`src/rtl/mdiv_pkg.sv`:
```
// Shared types and defaults for the MINV_MDIV command sequencer.
package mdiv_pkg;

   typedef enum logic [2:0] {
      ST_IDLE  = 3'd0,
      ST_LD_P  = 3'd1,
      ST_LD_A  = 3'd2,
      ST_LD_B  = 3'd3,
      ST_START = 3'd4,
      ST_WAIT  = 3'd5,
      ST_DRAIN = 3'd6
   } state_e;

   localparam logic OP_INV = 1'b1;
   localparam logic OP_DIV = 1'b0;

   localparam int unsigned WORDS_DEF  = 8;
   localparam int unsigned TO_W_DEF   = 20;
   localparam logic [19:0] TO_MAX_DEF = 20'hFFFFF;

endpackage

```
`src/rtl/mdiv_seq_ctrl.sv`:
```
// Command sequencer for the MINV_MDIV engine: streams operands in, starts the engine,
// waits for completion under a timeout and drains the result to the host.
module mdiv_seq_ctrl
   import mdiv_pkg::*;
#(
   parameter int unsigned     WORDS  = WORDS_DEF,
   parameter int unsigned     TO_W   = TO_W_DEF,
   parameter logic [TO_W-1:0] TO_MAX = TO_W'(TO_MAX_DEF)
) (
   input  logic        clk,
   input  logic        rst,
   input  logic        cmd_valid,
   input  logic        cmd_op,
   output logic        cmd_ready,
   input  logic        in_valid,
   input  logic [31:0] in_data,
   output logic        in_ready,
   output logic        res_valid,
   output logic [31:0] res_data,
   output logic        res_last,
   input  logic        res_ready,
   output logic        busy,
   output logic        done,
   output logic        timeout,
   output logic [31:0] eng_datain,
   output logic        eng_loada,
   output logic        eng_loadb,
   output logic        eng_loadp,
   output logic        eng_minv_mdiv,
   output logic        eng_en,
   input  logic        eng_rdy,
   input  logic [31:0] eng_result,
   input  logic        eng_out_valid,
   output logic        eng_out_ready
);

   localparam int unsigned WW = (WORDS > 1) ? $clog2(WORDS) : 1;
   localparam logic [WW-1:0] WLAST = WW'(WORDS - 1);

   state_e          state_q, state_d;
   logic [WW-1:0]   wcnt_q, wcnt_d;
   logic [TO_W-1:0] tcnt_q, tcnt_d;
   logic            op_q, op_d;
   logic            done_q, done_d;
   logic            wlast;

   assign wlast         = (wcnt_q == WLAST);
   assign busy          = (state_q != ST_IDLE);
   assign done          = done_q;
   assign eng_minv_mdiv = op_q;

   always_ff @(posedge clk or negedge rst) begin
      if (!rst) begin
         state_q <= ST_IDLE;
         wcnt_q  <= '0;
         tcnt_q  <= '0;
         op_q    <= 1'b0;
         done_q  <= 1'b0;
      end else begin
         state_q <= state_d;
         wcnt_q  <= wcnt_d;
         tcnt_q  <= tcnt_d;
         op_q    <= op_d;
         done_q  <= done_d;
      end
   end

   always_comb begin
      state_d       = state_q;
      wcnt_d        = wcnt_q;
      tcnt_d        = tcnt_q;
      op_d          = op_q;
      done_d        = 1'b0;
      cmd_ready     = 1'b0;
      in_ready      = 1'b0;
      eng_datain    = '0;
      eng_loadp     = 1'b0;
      eng_loada     = 1'b0;
      eng_loadb     = 1'b0;
      eng_en        = 1'b0;
      timeout       = 1'b0;
      res_valid     = 1'b0;
      res_data      = '0;
      res_last      = 1'b0;
      eng_out_ready = 1'b0;

      unique case (state_q)
         ST_IDLE: begin
            cmd_ready = 1'b1;
            if (cmd_valid) begin
               op_d    = cmd_op;
               wcnt_d  = '0;
               state_d = ST_LD_P;
            end
         end

         ST_LD_P, ST_LD_A, ST_LD_B: begin
            in_ready   = 1'b1;
            eng_datain = in_data;
            eng_loadp  = in_valid && (state_q == ST_LD_P);
            eng_loada  = in_valid && (state_q == ST_LD_A);
            eng_loadb  = in_valid && (state_q == ST_LD_B);
            if (in_valid) begin
               if (wlast) begin
                  wcnt_d = '0;
                  if (state_q == ST_LD_P) begin
                     state_d = ST_LD_A;
                  end else if (state_q == ST_LD_A && op_q != OP_INV) begin
                     state_d = ST_LD_B;
                  end else begin
                     state_d = ST_START;
                  end
               end else begin
                  wcnt_d = wcnt_q + 1'b1;
               end
            end
         end

         ST_START: begin
            eng_en  = 1'b1;
            tcnt_d  = '0;
            state_d = ST_WAIT;
         end

         ST_WAIT: begin
            if (tcnt_q != TO_MAX) begin
               tcnt_d = tcnt_q + 1'b1;
            end
            // rdy seen in the first WAIT cycle may be left over from the previous operation
            if (eng_rdy && tcnt_q != '0) begin
               wcnt_d  = '0;
               state_d = ST_DRAIN;
            end else if (tcnt_q == TO_MAX) begin
               timeout = 1'b1;
               state_d = ST_IDLE;
            end
         end

         ST_DRAIN: begin
            res_valid     = eng_out_valid;
            res_data      = eng_result;
            eng_out_ready = res_ready;
            res_last      = wlast;
            if (eng_out_valid && res_ready) begin
               if (wlast) begin
                  wcnt_d  = '0;
                  done_d  = 1'b1;
                  state_d = ST_IDLE;
               end else begin
                  wcnt_d = wcnt_q + 1'b1;
               end
            end
         end

         default: state_d = ST_IDLE;
      endcase
   end

endmodule
```
`config.mk`:
```
export PLATFORM = sky130hd
export DESIGN_NAME = mdiv_seq_ctrl
export DESIGN_NICKNAME = d
export VERILOG_FILES = /design/src/rtl/mdiv_pkg.sv /design/src/rtl/mdiv_seq_ctrl.sv
export SDC_FILE = /design/constraint.sdc
export NUM_CORES = 1
export LEC_CHECK = 0
export CELL_PAD_IN_SITES_DETAIL_PLACEMENT = 1
export CELL_PAD_IN_SITES_GLOBAL_PLACEMENT = 1
export CORE_ASPECT_RATIO = 0.8
export CORE_UTILIZATION = 39
export CTS_CLUSTER_DIAMETER = 80
export DETAILED_ROUTE_END_ITERATION = 7
export DONT_BUFFER_PORTS = 1
export PLACE_DENSITY_LB_ADDON = 0.12
export SLEW_MARGIN = 5
export SYNTH_ARGS = -nofsm -noshare
export SYNTH_HDL_FRONTEND = slang
export SYNTH_SLANG_ARGS = --single-unit
```
`constraint.sdc`:
```
create_clock -name clk -period 1.6 [get_ports clk]
set_input_delay 0.24 -clock clk [delete_from_list [all_inputs] [get_ports clk]]
set_output_delay 0.24 -clock clk [all_outputs]
set_load 0.02 [all_outputs]
```
==> flow_summary.toml, run 1 <==
[outcome]
status = "stopped before the end"
haltStage = "global routing (5_1_grt)"
tool.error = "[ERROR GRT-0232] Routing congestion too high. Check the congestion heatmap in the GUI."

[logic_synthesis]
syn_avg_cell_area_um2 = 8.12
netlist_instances = 270
yosys-top-cells-area = "dfrtp_1, and2_1, nor2_1"
syn-cell-area_um2 = 2190
synthTopCellsByCount = "and2_1, dfrtp_1, nor2_1"
synth_seq_cells = 28
synth_top_area_share_pct = 31.9
ys.flop_type = "dfrtp_1"
yosys.area.top_type = "dfrtp_1"
synthArstFlopShare_pct = 100
ys_types = 46
seq_area_frac_synth_pct = 31.9
ys.warnings.count = 0
synth_fp_nets = 346
synth.most_common_cell = "and2_1"
synth_edf_count = 0

[sta]
endpoint_type = "primary output"
grt-worst-endpoint = "timeout"

[floorplan]
row_count = 24
die_w_um = 85.8
ios = 149
die_h_um = 69.1
initial_core_util_pct = 40.4

[clocking]
clock_sinks = 28
cts_root_buf = "clkbuf_8"
numCtsBuffers = 3
clk_path_buf_depth = 2
h-tree-depth = 1

[placed_design]
numPortBuffers = 0
gp_congestion = 0.810
hpwl_um = 5950

[global_route]
grtUsageTotal_pct = 65.5
grt_max_degree = 29
grt-ovfl-total = 23
antenna_found_initial = 1
## cells by family after synthesis
family,after synthesis,share of synthesized area (%)
buffers and inverters,22,5.08
adder cells (fa/ha/maj),4,2.28
flip-flops,28,31.9
multiplexers,1,0.513
AND/OR/NAND/NOR,161,43.2
AO/OA/AOI/OAI,43,12.5
XOR/XNOR,11,4.39
## timing repair
action / 4_1_cts
gates resized for setup: 227
endpoints found under the hold margin: 28
setup endpoints to repair: 101
pin swaps: 72
hold buffers: 2
buffers inserted: 31
cloned: 8
## per-stage QoR
stage          instance area [um^2]  setup slack, ns  instances
4_1_cts                        3730           -0.352        439
3_5_place_dp                   2730           -0.189        395
2_1_floorplan                  2250           -0.130        270
3_3_place_gp                   2730           -0.153        395
## routing by layer
layer,overflow,track usage (%)
met2,13,86.6
met1,0,63.6
met5,0,3.64
met4,10,70.4
met3,0,45.1
==> inputs of run 2 (changes only) <==
- CELL_PAD_IN_SITES_DETAIL_PLACEMENT: 1 -> default
- CELL_PAD_IN_SITES_GLOBAL_PLACEMENT: 1 -> default
- CORE_ASPECT_RATIO: 0.8 -> default
- CORE_UTILIZATION: 39 -> 35
- CTS_CLUSTER_DIAMETER: 80 -> default
- PLACE_DENSITY_LB_ADDON: 0.12 -> 0.15
- clock period: 1.6 -> 2.1 ns (I/O delays scaled with it)
==> flow_summary.toml, run 2 <==
[floorplan]
initial_core_util_pct = 36.6
die_area_um2 = 6590
die_w_um = 81.2
row_count = 28
ios = 149
core_um2 = 5990
die_h_um = 81.2

[layout]
top_regs = "tcnt_q x20, state_q x3, wcnt_q x3"
nFillCells = 602
finalNetCount = 357
n_antenna_cell = 0
top_register = "tcnt_q"
drive_gt1_share_pct = 22.9
final_area_um2 = 2500
layout_common_cells = "and2_1, nor2_1, dfrtp_1"
final_common_cell = "and2_1"
largest_reg_flops = 20
syn_to_final_growth_pct = 14.2
layout.core_utilization_pct = 41.8

[setup_path]
worstSetupEndpointType = "primary output"
worstSetupPathType = "reg2out"
worstPathArrival_ns = 1.76
r2r_slack_ns = 0.24
cp.required_ns = 1.78
critPathLaunchType = "flop"
crit_fanout = 5

[clocking]
clk_latency_ns = 0.28
clk_path_buf_depth = 2
cts.clk_slew.worst_paths_ns = 0.10
numCtsBuffers = 3
cts_root_buf = "clkbuf_8"
clock_sinks = 28
cts_tree = "yes"
h-tree-depth = 1

[outcome]
status = "complete, no violations"

[global_route]
grt_pass1_wl_um = 8980
first_global_vias = 1753
grtUsageTotal_pct = 18.2
antenna_found_initial = 0
grt_max_degree = 34
grt-ovfl-total = 0

[logic_synthesis]
synth.most_common_cell = "and2_1"
synth_fp_nets = 346
synthArstFlopShare_pct = 100
ys.flop_type = "dfrtp_1"
synthTopCellsByCount = "and2_1, dfrtp_1, nor2_1"
syn_avg_cell_area_um2 = 8.12
synth_seq_cells = 28
yosys-top-cells-area = "dfrtp_1, and2_1, nor2_1"
syn-cell-area_um2 = 2190
seq_area_frac_synth_pct = 31.9
yosys.area.top_type = "dfrtp_1"
ys.warnings.count = 0
netlist_instances = 270
synth_edf_count = 0
ys_types = 46
synth_top_area_share_pct = 31.9

[route]
drc = 0
wl_per_cell_um = 16.1
via_per_inst = 5.75
routed_wl_um = 5720
drt_iter0_drc = 142
num_vias = 2042
final_antenna_net_count = 0
dr.pass1.iters = 4

[pwr]
power_mw = 2.60
vdd_drop_max_mv = 0.671
p_leak_nw = 1.12
power_density_nw_per_um2 = 1040

[sta]
relSlewSlack_pct = 68.9
finalCritPeriodShare_pct = 98.7
rsz0062_at_grt = "yes"
timing.final.hold_violations = 0
worst_pin_slew_ns = 0.463
fin_crit_ns = 2.07
fmax_mhz = 483
clock_skew_ns = 0.00357
finalSetupViolations = 0
slew_viol_final = 0

[hold_path]
min_path_type = "in2reg"

[placed_design]
gp_congestion = 0.844
place_area_um2 = 2320
hpwl_um = 4410
numPortBuffers = 0

[run]
drv_cap = 0
run 2: power by group:
| part | switching (mW) | internal (mW) |
|---|---|---|
| sequential | 0.129 | 0.625 |
| clock | 0.176 | 0.168 |
| combinational | 1.00 | 0.501 |
| total | 1.31 | 1.29 |
run 2: path summary, 6_finish.rpt:
kind | from | end | cells past startpoint
worst min-delay path | cmd_op | eng_minv_mdiv$_DFFE_PN0P_ | 1
worst max register to register | tcnt_q[13]$_DFFE_PN0P_ | tcnt_q[15]$_DFFE_PN0P_ | 5
worst max-delay path | tcnt_q[8]$_DFFE_PN0P_ | timeout | 5
max in group asynchronous | rst | tcnt_q[12]$_DFFE_PN0P_ | 2
min in group asynchronous | rst | tcnt_q[9]$_DFFE_PN0P_ | 2
worst min register to register | wcnt_q[2]$_DFFE_PN0P_ | wcnt_q[2]$_DFFE_PN0P_ | 1
run 2: cells by family (layout without fill, tap and decap cells):
| group | count (synthesis) | count (layout) | synth area share, % |
|---|---|---|---|
| mux | 1 | 1 | 0.513 |
| compound gates | 43 | 43 | 12.5 |
| xor+xnor | 11 | 11 | 4.39 |
| simple gates | 161 | 161 | 43.2 |
| buf+inv | 22 | 32 | 5.08 |
| fa+ha+maj | 4 | 4 | 2.28 |
| flops | 28 | 28 | 31.9 |
run 2: per-layer routing:
metal  wire, um  vias to the layer above  GRT usage (%)
li1           -                      950              -
met3        362                        5           3.15
met2       2910                      115           32.4
met5          0                        -              0
met4         53                        0           4.82
met1       2400                      972           22.5
run 2: area by class of cell:
class                           count  area, um^2  share of cell area, %
Clock buffer                        4        55.1                   2.20
Inverter                            6        22.5                  0.899
Multi-Input combinational cell    220        1450                   57.7
Sequential cell                    28         707                   28.2
Tap cell                           75        93.8                   3.75
Timing Repair Buffer               22         180                   7.19
run 2: stage by stage:
step	worst slack, ns	TNS [ns]	hold WS [ns]	cells
final	0.0277	0	0.175	355
after global routing	-0.0434	-0.0434	0.160	355
after CTS	0.00328	0	0.166	354
after detailed placement	0.228	0	0.0205	344
after global placement	0.249	0	0.0204	344
after floorplan	0.156	0	0.0194	270
run 2: repair_timing:
| item | 4_1_cts | 5_1_grt |
|---|---|---|
| hold endpoints to repair | 28 | 0 |
| setup endpoints to repair | 1 | 29 |
| buffers inserted | 4 | 1 |
| resized for setup | 4 | 23 |
| hold buffers | 2 | 0 |
| pin swaps | 0 | 3 |
run 2: critical path, cell delays in order, from the launching register on:
cell and delay [ns]:
dfrtp_1 0.52, and3_2 0.28, and4_2 0.23, nand2_1 0.08, nor3b_2 0.19, buf_4 0.17
Power figures use the tool's default switching activity.
